==> config.mk <==
export PLATFORM = sky130hd
export DESIGN_NAME = conv_loop_sequencer
export DESIGN_NICKNAME = d
export VERILOG_FILES = /design/src/rtl/conv_pkg.sv /design/src/rtl/pipe_delay.sv /design/src/rtl/conv_loop_sequencer.sv
export SDC_FILE = /design/constraint.sdc
export NUM_CORES = 1
export LEC_CHECK = 0
export BUFFER_PORTS_ARGS = -buffer_cell sky130_fd_sc_hd__buf_2
export CAP_MARGIN = 20
export CORE_UTILIZATION = 59
export DETAILED_ROUTE_END_ITERATION = 12
export GPL_ROUTABILITY_DRIVEN = 0
export GPL_TIMING_DRIVEN = 0
export PLACE_DENSITY = 0.9
export SLEW_MARGIN = 20
export SYNTH_ARGS = -nofsm -noshare
export SYNTH_HDL_FRONTEND = slang
export SYNTH_SLANG_ARGS = --single-unit
==> constraint.sdc <==
create_clock -name clock -period 4.1 [get_ports clock]
set_input_delay 0.205 -clock clock [delete_from_list [all_inputs] [get_ports clock]]
set_output_delay 0.205 -clock clock [all_outputs]
set_load 0.005 [all_outputs]
==> src/rtl/conv_pkg.sv <==
// ----------------------------------------------------------------------------
// conv_pkg
// Shared definitions for the convolution loop sequencer and the convolution
// address controller: sequencer state encoding, default layer dimensions and
// a helper that flattens an output pixel position into a buffer address.
// ----------------------------------------------------------------------------
package conv_pkg;

    typedef enum logic [1:0] {
        ST_IDLE  = 2'd0,
        ST_RUN   = 2'd1,
        ST_DRAIN = 2'd2,
        ST_DONE  = 2'd3
    } seq_state_t;

    localparam int DEF_K        = 5;
    localparam int DEF_IN_SIZE  = 32;
    localparam int DEF_OUT_SIZE = 28;
    localparam int DEF_IN_CH    = 1;
    localparam int DEF_OUT_CH   = 6;
    localparam int DEF_N_LANES  = 4;
    localparam int DEF_PIPE_LAT = 9;

    // Row-major output buffer address of pixel (row, col).
    function automatic logic [15:0] pixel_addr(input logic [7:0]  row,
                                               input logic [7:0]  col,
                                               input logic [15:0] row_pitch);
        pixel_addr = {8'd0, row} * row_pitch + {8'd0, col};
    endfunction

endpackage

==> src/rtl/pipe_delay.sv <==
// ----------------------------------------------------------------------------
// pipe_delay
// Fixed-latency resettable shift register. A word presented on din appears on
// dout exactly DEPTH clock edges later. The line shifts every cycle, so the
// latency never stretches, whatever the producer is doing.
//
// Ports
//   clock    in   1      rising-edge clock
//   reset_n  in   1      synchronous active-low reset, clears every stage
//   din      in   WIDTH  word entering the line
//   dout     out  WIDTH  word leaving the line (last stage)
// ----------------------------------------------------------------------------
module pipe_delay #(
    parameter int WIDTH = 25,
    parameter int DEPTH = 9
) (
    input  logic             clock,
    input  logic             reset_n,
    input  logic [WIDTH-1:0] din,
    output logic [WIDTH-1:0] dout
);

    logic [WIDTH-1:0] stage [DEPTH];

    // Shift chain: stage 0 captures din, every other stage takes its
    // predecessor. Reset wipes all stages so no stale word can emerge.
    always_ff @(posedge clock) begin
        if (!reset_n) begin
            for (int s = 0; s < DEPTH; s++) begin
                stage[s] <= '0;
            end
        end else begin
            stage[0] <= din;
            for (int s = 1; s < DEPTH; s++) begin
                stage[s] <= stage[s-1];
            end
        end
    end

    assign dout = stage[DEPTH-1];

endmodule

==> src/rtl/conv_loop_sequencer.sv <==
// ----------------------------------------------------------------------------
// conv_loop_sequencer
// Walks the convolution loop nest m > r > c > n > i > j (outermost first) and
// presents each tuple to the address controller. Flags the first and last tap
// of every output pixel for the accumulator and, PIPE_LAT cycles after the
// last tap, announces the finished pixel (channel + address) to the output
// buffer. One layer pass runs from an accepted start to the done pulse.
//
// Ports
//   clock       in   1   rising-edge clock
//   reset_n     in   1   synchronous active-low reset
//   start       in   1   begins a pass when idle, ignored otherwise
//   stall       in   1   hold iterators, no issue this cycle
//   busy        out  1   pass in progress (RUN, DRAIN, DONE)
//   done        out  1   one-cycle pulse ending the pass
//   m,r,c,n     out  8   output channel, row, col, input channel (x N_LANES)
//   i,j         out  4   kernel row, kernel col
//   iter_valid  out  1   m..j form a live tuple this cycle
//   first_tap   out  1   live tuple is the first tap of its pixel
//   last_tap    out  1   live tuple is the last tap of its pixel
//   out_valid   out  1   last_tap delayed by PIPE_LAT cycles
//   out_addr    out  16  r*OUT_SIZE+c of the delayed pixel
//   out_m       out  8   m of the delayed pixel
// ----------------------------------------------------------------------------
module conv_loop_sequencer
    import conv_pkg::*;
#(
    parameter int K        = DEF_K,
    parameter int IN_SIZE  = DEF_IN_SIZE,
    parameter int OUT_SIZE = DEF_OUT_SIZE,
    parameter int IN_CH    = DEF_IN_CH,
    parameter int OUT_CH   = DEF_OUT_CH,
    parameter int N_LANES  = DEF_N_LANES,
    parameter int PIPE_LAT = DEF_PIPE_LAT
) (
    input  logic        clock,
    input  logic        reset_n,
    input  logic        start,
    input  logic        stall,
    output logic        busy,
    output logic        done,
    output logic [7:0]  m,
    output logic [7:0]  r,
    output logic [7:0]  c,
    output logic [7:0]  n,
    output logic [3:0]  i,
    output logic [3:0]  j,
    output logic        iter_valid,
    output logic        first_tap,
    output logic        last_tap,
    output logic        out_valid,
    output logic [15:0] out_addr,
    output logic [7:0]  out_m
);

    localparam logic [3:0]  J_LAST     = 4'(K - 1);
    localparam logic [3:0]  I_LAST     = 4'(K - 1);
    localparam logic [7:0]  N_LAST     = 8'((IN_CH - 1) * N_LANES);
    localparam logic [7:0]  N_STEP     = 8'(N_LANES);
    localparam logic [7:0]  C_LAST     = 8'(OUT_SIZE - 1);
    localparam logic [7:0]  R_LAST     = 8'(OUT_SIZE - 1);
    localparam logic [7:0]  M_LAST     = 8'(OUT_CH - 1);
    localparam logic [15:0] ROW_PITCH  = 16'(OUT_SIZE);
    // DRAIN covers the cycles between the final issue and the cycle in which
    // the final pixel leaves the delay line; DONE coincides with that cycle.
    localparam logic [7:0]  DRAIN_LAST = 8'(PIPE_LAT - 2);
    localparam int          PIPE_W     = 1 + 8 + 16;

    // The input map must be at least as wide as the output map, otherwise the
    // controller would address pixels outside the input buffer.
    if (OUT_SIZE > IN_SIZE) begin : g_bad_dims
        $error("conv_loop_sequencer: OUT_SIZE exceeds IN_SIZE");
    end

    seq_state_t        state;
    seq_state_t        state_next;
    logic [7:0]        drain_cnt;
    logic              issue;
    logic              j_wrap;
    logic              i_wrap;
    logic              n_wrap;
    logic              c_wrap;
    logic              r_wrap;
    logic              final_tuple;
    logic [PIPE_W-1:0] pipe_in;
    logic [PIPE_W-1:0] pipe_out;

    // A tuple issues on every unstalled RUN cycle. The wrap terms cascade so
    // each one is only true when every inner loop is also at its last value.
    assign issue       = (state == ST_RUN) && !stall;
    assign j_wrap      = (j == J_LAST);
    assign i_wrap      = j_wrap && (i == I_LAST);
    assign n_wrap      = i_wrap && (n == N_LAST);
    assign c_wrap      = n_wrap && (c == C_LAST);
    assign r_wrap      = c_wrap && (r == R_LAST);
    assign final_tuple = r_wrap && (m == M_LAST);

    // State register.
    always_ff @(posedge clock) begin
        if (!reset_n) begin
            state <= ST_IDLE;
        end else begin
            state <= state_next;
        end
    end

    // Next-state and flag decode. iter_valid and the tap flags combine the
    // registered iterators with this cycle's stall so a stalled cycle never
    // shows a live tuple.
    always_comb begin
        state_next = state;
        busy       = (state != ST_IDLE);
        done       = (state == ST_DONE);
        iter_valid = issue;
        first_tap  = issue && (n == 8'd0) && (i == 4'd0) && (j == 4'd0);
        last_tap   = issue && (n == N_LAST) && (i == I_LAST) && (j == J_LAST);
        case (state)
            ST_IDLE: begin
                if (start) begin
                    state_next = ST_RUN;
                end
            end
            ST_RUN: begin
                if (issue && final_tuple) begin
                    state_next = (PIPE_LAT > 1) ? ST_DRAIN : ST_DONE;
                end
            end
            ST_DRAIN: begin
                if (drain_cnt == DRAIN_LAST) begin
                    state_next = ST_DONE;
                end
            end
            ST_DONE: begin
                state_next = ST_IDLE;
            end
            default: begin
                state_next = ST_IDLE;
            end
        endcase
    end

    // Counts cycles spent in DRAIN; held at zero everywhere else.
    always_ff @(posedge clock) begin
        if (!reset_n || state != ST_DRAIN) begin
            drain_cnt <= 8'd0;
        end else begin
            drain_cnt <= drain_cnt + 8'd1;
        end
    end

    // Cascaded wrap counters. They only move on an issue, and the final
    // tuple wraps every level, leaving all iterators at zero for the next pass.
    always_ff @(posedge clock) begin
        if (!reset_n) begin
            m <= 8'd0;
            r <= 8'd0;
            c <= 8'd0;
            n <= 8'd0;
            i <= 4'd0;
            j <= 4'd0;
        end else if (issue) begin
            j <= j_wrap ? 4'd0 : j + 4'd1;
            if (j_wrap) begin
                i <= i_wrap ? 4'd0 : i + 4'd1;
            end
            if (i_wrap) begin
                n <= n_wrap ? 8'd0 : n + N_STEP;
            end
            if (n_wrap) begin
                c <= c_wrap ? 8'd0 : c + 8'd1;
            end
            if (c_wrap) begin
                r <= r_wrap ? 8'd0 : r + 8'd1;
            end
            if (r_wrap) begin
                m <= final_tuple ? 8'd0 : m + 8'd1;
            end
        end
    end

    // Only completed pixels enter the line; everything else shifts in zeros,
    // which keeps out_addr/out_m at zero whenever out_valid is low.
    assign pipe_in = last_tap ? {1'b1, m, pixel_addr(r, c, ROW_PITCH)} : '0;

    pipe_delay #(
        .WIDTH (PIPE_W),
        .DEPTH (PIPE_LAT)
    ) u_pipe_delay (
        .clock   (clock),
        .reset_n (reset_n),
        .din     (pipe_in),
        .dout    (pipe_out)
    );

    assign {out_valid, out_m, out_addr} = pipe_out;

endmodule
Word level (Yosys, flattened, before mapping). Memories as Yosys holds them, arrays and structs flattened. Cells that the tools add are included.

Memories kept: 1. Memory bits (writable): 225. Register bits after elaboration: 50. Word-level logic and storage cells: 88.

Reduce and logical (&&, ||, !) cells: 26. Eq/ne operators: 13. Multiply operators: 1. Add/subtract/negate cells: 8. Bitwise operators: 9. Multiplexer cells: 22.

Memory list: u_pipe_delay.stage (words 9, bits a word 25, rd ports 9, clocked after Yosys merged registers in 0, wr ports 9, line pipe_delay.sv:23) `logic [WIDTH-1:0] stage [DEPTH];`.

Operators by type and width (count): 2-to-1 mux 25 bit (10); adder 8 x 1 -> 8 bit, second input constant (4); 2-to-1 mux 8 bit (4); equality test 8 x 3 -> 1 bit, second input constant (2); equality test 8 x 5 -> 1 bit, second input constant (2); adder 13 x 8 -> 14 bit (1); logical AND 1 bit (12); multiplier 8 x 3 -> 11 bit, second input constant (1); AND reduction 2 bit (5); bitwise OR 1 bit (9); adder 4 x 1 -> 4 bit, second input constant (2); adder 8 x 3 -> 8 bit, second input constant (1); equality test 4 x 3 -> 1 bit, second input constant (2); logical NOT 4 bit (2); logical NOT 8 bit (1); 2-to-1 mux 4 bit (2); case mux 2 bit (4 select lines) (1); 2-to-1 mux 2 bit (3); inequality test 2 bit, second input constant (3); equality test 2 bit, second input constant (2); AND reduction 3 bit (1); equality test 2 x 1 -> 1 bit, second input constant (1); logical NOT 1 bit (2); logical NOT 2 bit (1); other kinds (4) (5).

Longest topological paths before layout.
Word-level depth: 9. Mapped depth: 13. Depth with buffers taken out: 13.

By module. From an unflattened synthesis, not the netlist that was laid out.

Cell total of the unflattened synthesis: 903. Area total of the unflattened synthesis: 9746.8 µm².

By module, submodules not included: pipe_delay (sequential area each 4504.3 µm², cells each 499, area an instance 6289.8 µm², instances 1); conv_loop_sequencer (sequential area each 960.9 µm², cells each 404, area an instance 3457.1 µm², instances 1).

Worst setup path before layout. No wires, ideal clock.

Path type: reg-to-reg. Start: reg r[2]. End: mem u_pipe_delay.stage[0][12]. Setup slack: 1.090 ns. Stages on the path, launching flop included: 12. Buffers on the path: 0. Clock period less this slack: 3.010 ns. Data required time: 4.022 ns. Data arrival time: 2.932 ns. Cells stage by stage: dfxtp_1 fa_1 ha_1 fa_1 xor2_1 ha_1 o21ai_0 o21ba_2 o22ai_1 nand3b_1 o31a_1 nor3_1.

RTL lines: start, declared (line conv_loop_sequencer.sv:43) `output logic [7:0] r,`; start signal, assigned (line conv_loop_sequencer.sv:173) `r <= r_wrap ? 8'd0 : r + 8'd1;`; end, declared (line pipe_delay.sv:23).

==> results.yml <==
pwr:
  leakage_nw: 4.68
  vdd_drop_max_mv: 0.304
  power_density_mw_per_mm2: 462
route:
  drc: 4
  wl_per_cell_um: 12.7
  drt_iter0_markers: 216
  vias: 5558
  detail-route-antenna-nets: 0
  vias_per_cell: 4.92
  firstDrtPassIters: 8
  routed_wl_um: 14300
worst_setup_path:
  reg2regPathDepth: 12
  cp_max_fo: 8
  slowest_stage: "dfxtp_1"
  crit_buf_inv: 0
  start_kind: "register"
  path_class: "register to register"
  r2r_slack_ps: 850
  rr_startpoint: "r[3]$_SDFFE_PN0P_"
  arrival_ps: 3670
  slowest_delay_ps: 540
  r2r-end: "u_pipe_delay.stage[0][12]$_SDFF_PN0_"
  required_ps: 4510
  path_depth: 12
  crit_top_cell: "ha_1"
  path_cells: "fa_1 > ha_1 > a21oi_1 > nor2b_1 > nor2_1 > xnor2_1 > ha_1 > or2_2 > o22ai_1 > nand3b_1 > nor4_1 > nor3_1"
  end_kind: "register"
  cp_top_family: "adder cells"
synth:
  synth_cell_types: 52
  async_reset_ff_share_pct: 0
  synth_mux_area_share_pct: 0.222
  yosys.area.top_type: "dfxtp_1"
  synth_compound_area_share_pct: 3.72
  yosys.area_share.simple_pct: 23.5
  netlist_area_mm2: 0.00901
  ys_warn_count: 0
  synth_top_family_by_area: "simple AND/OR/NAND/NOR gates"
  ys.flop_type: "dfxtp_1"
  synth_top_area_share_pct: 56.7
  synth_xor_area_share_pct: 4.08
  synth_seq_cells: 255
  seq_area_frac_synth_pct: 56.7
  synth-adder-area-share_pct: 7.69
  postSynthAreaPerCell_um2: 10.8
  synth_edf_count: 0
  syn_inst: 832
  synth_area_leaders: "dfxtp_1, and2_1, ha_1"
floorplanning:
  fp.dieArea_mm2: 0.0158
  die_y_um: 126
  fp.dieW_um: 126
  num_io_pins: 74
  coreArea_mm2: 0.0147
  start_util_pct: 61.3
  row_count: 44
global_route:
  grt_start_max_net_pins: 16
  grt_pass1_vias: 5453
  grt_use_total_pct: 18.8
  gr-total-overflow: 0
  grt_pass1_wl_um: 24100
  antenna_found_initial: 0
clocking:
  cts-root-buf: "clkbuf_16"
  post-cts-setup-buffer-count: 0
  clk_latency_ps: 510
  ctsHoldBuffers: 0
  postCtsResizedCells: 0
  cts_sinks: 255
  clk_pin_slew_ps: 60
  cts_inserted_buffers: 24
  clock_path_buffers: 3
  cts_tree: "done"
  h-tree-depth: 1
hold_path:
  min-delay-start: "reset_n"
  worst_hold_path.endpoint: "u_pipe_delay.stage[0][6]$_SDFF_PN0_"
  hold_class: "primary input to register"
  holdPathStages: 3
sta:
  slew_violations: 0
  hold_viol: 0
  rsz0062_at_grt: "no"
  relSlewSlack_pct: 52.6
  setup_tns_ps: 0
  worstMarginPinSlew_ps: 703
  finClkSkew_ps: 16.2
  timing.final.crit_period_ps: 3250
  setup_violations: 0
  min_period_over_period_pct: 79.3
  fmax_mhz: 307
finish:
  layoutNonFillerInstCount: 1130
  nets: 983
  multiInputGateArea_mm2: 0.00355
  seq_area_mm2: 0.00510
  final_common_cell: "dfxtp_1"
  area.growth.synth_to_final_pct: 15.1
  n_antenna_cell: 0
  drive_above_1_share_pct: 15.4
  layout_common_cells: "dfxtp_1, and2_1, buf_2, nor2_1, ha_1"
  fillers: 1008
outcome:
  status: "complete, but fails checks"
  violations: "design-rule violations"
placement:
  port_buffers: 68
  dp_cells: 1087
  dpl.hpwl_um: 9650
flow_run:
  cap_violations: 0
==> cells by family (layout without fill, tap and decap cells) <==
| logic type | count (synthesis) | after routing |
|---|---|---|
| DFF | 255 | 255 |
| and+or+nand+nor | 363 | 363 |
| AOI/OAI and AO/OA | 48 | 48 |
| xor gates and xnor gates | 42 | 42 |
| buffers and inverters | 71 | 182 |
| muxes | 2 | 2 |
| adders and majority gates | 50 | 50 |
| other | 1 | 4 |
==> metal layers <==
metal | global-route usage [%] | up-vias | share of wire, %
met5 | 0 | - | 0
met4 | 6.81 | 0 | 2.4
met3 | 3.94 | 30 | 5.2
met2 | 36.6 | 134 | 53
met1 | 19.5 | 2547 | 40
li1 | - | 2847 | -
==> per-stage QoR <==
step	utilization [%]	instance area, um2	hold WS (ps)	setup WS (ps)	total power [W]
after detailed placement	65.3	9590	417	841	0.00274
final	70.6	10400	213	848	0.00479
after floorplan	-	9020	412	1090	0.00269
after global placement	65.3	9590	413	931	0.00273
after global routing	70.6	10400	264	643	0.00497
after CTS	70.6	10400	220	827	0.00484
==> where the power goes <==
group | total, W | internal (W) | leakage, nW | switching (W)
sequential | 0.00251 | 0.00249 | 2.05 | 0.0000154
clock | 0.00211 | 0.00124 | 0.386 | 0.000865
combinational | 0.000177 | 0.0000729 | 2.24 | 0.000105
==> synth_stat cells, types with 3 or more instances <==
cell / number
dfxtp_1: 255
and2_1: 186
nor2_1: 52
ha_1: 41
nand2_1: 33
buf_4: 26
xor2_1: 26
clkbuf_1: 24
and3_1: 20
inv_1: 17
xnor2_1: 16
nand3_1: 14
nand4_1: 12
o21ai_0: 11
a21oi_1: 9
fa_1: 9
nor2b_1: 8
nand3b_1: 6
nand2b_1: 5
buf_2: 4
o31a_1: 4
a211oi_1: 3
a21boi_0: 3
a21boi_1: 3
nor3_1: 3
nor3b_1: 3
nor4_1: 3
o21a_1: 3
or3_1: 3
==> registers in the layout (all words and copies together), names as in the netlist <==
register / flops
c: 8
drain_cnt: 8
i: 4
j: 4
m: 8
n: 6
r: 8
state: 2
u_pipe_delay.stage: 207
==> layout make-up <==
class	count	area share (%)
inverter	17	0.615
timing repair buffer	68	3.28
buffer	54	2.94
sequential	255	49.2
multi-input combinational	509	34.2
clock buffer	39	7.20
clock inverter	4	0.302
tap	184	2.22
==> worst max path at each step <==
| stage | startpoint | end |
|---|---|---|
| final | r[3]$_SDFFE_PN0P_ | u_pipe_delay.stage[0][12]$_SDFF_PN0_ |
| after global routing | r[2]$_SDFFE_PN0P_ | u_pipe_delay.stage[0][12]$_SDFF_PN0_ |
| after CTS | r[2]$_SDFFE_PN0P_ | u_pipe_delay.stage[0][12]$_SDFF_PN0_ |
| after detailed placement | r[2]$_SDFFE_PN0P_ | u_pipe_delay.stage[0][12]$_SDFF_PN0_ |
| after global placement | r[2]$_SDFFE_PN0P_ | u_pipe_delay.stage[0][12]$_SDFF_PN0_ |
| after floorplan | r[2]$_SDFFE_PN0P_ | u_pipe_delay.stage[0][12]$_SDFF_PN0_ |
==> tightest hold or removal path, cell delays in order <==
cell      delay, ps
clkbuf_1        220
nand2_1         180
nor3_1           60
No activity file was read; power rests on OpenSTA's default activity.
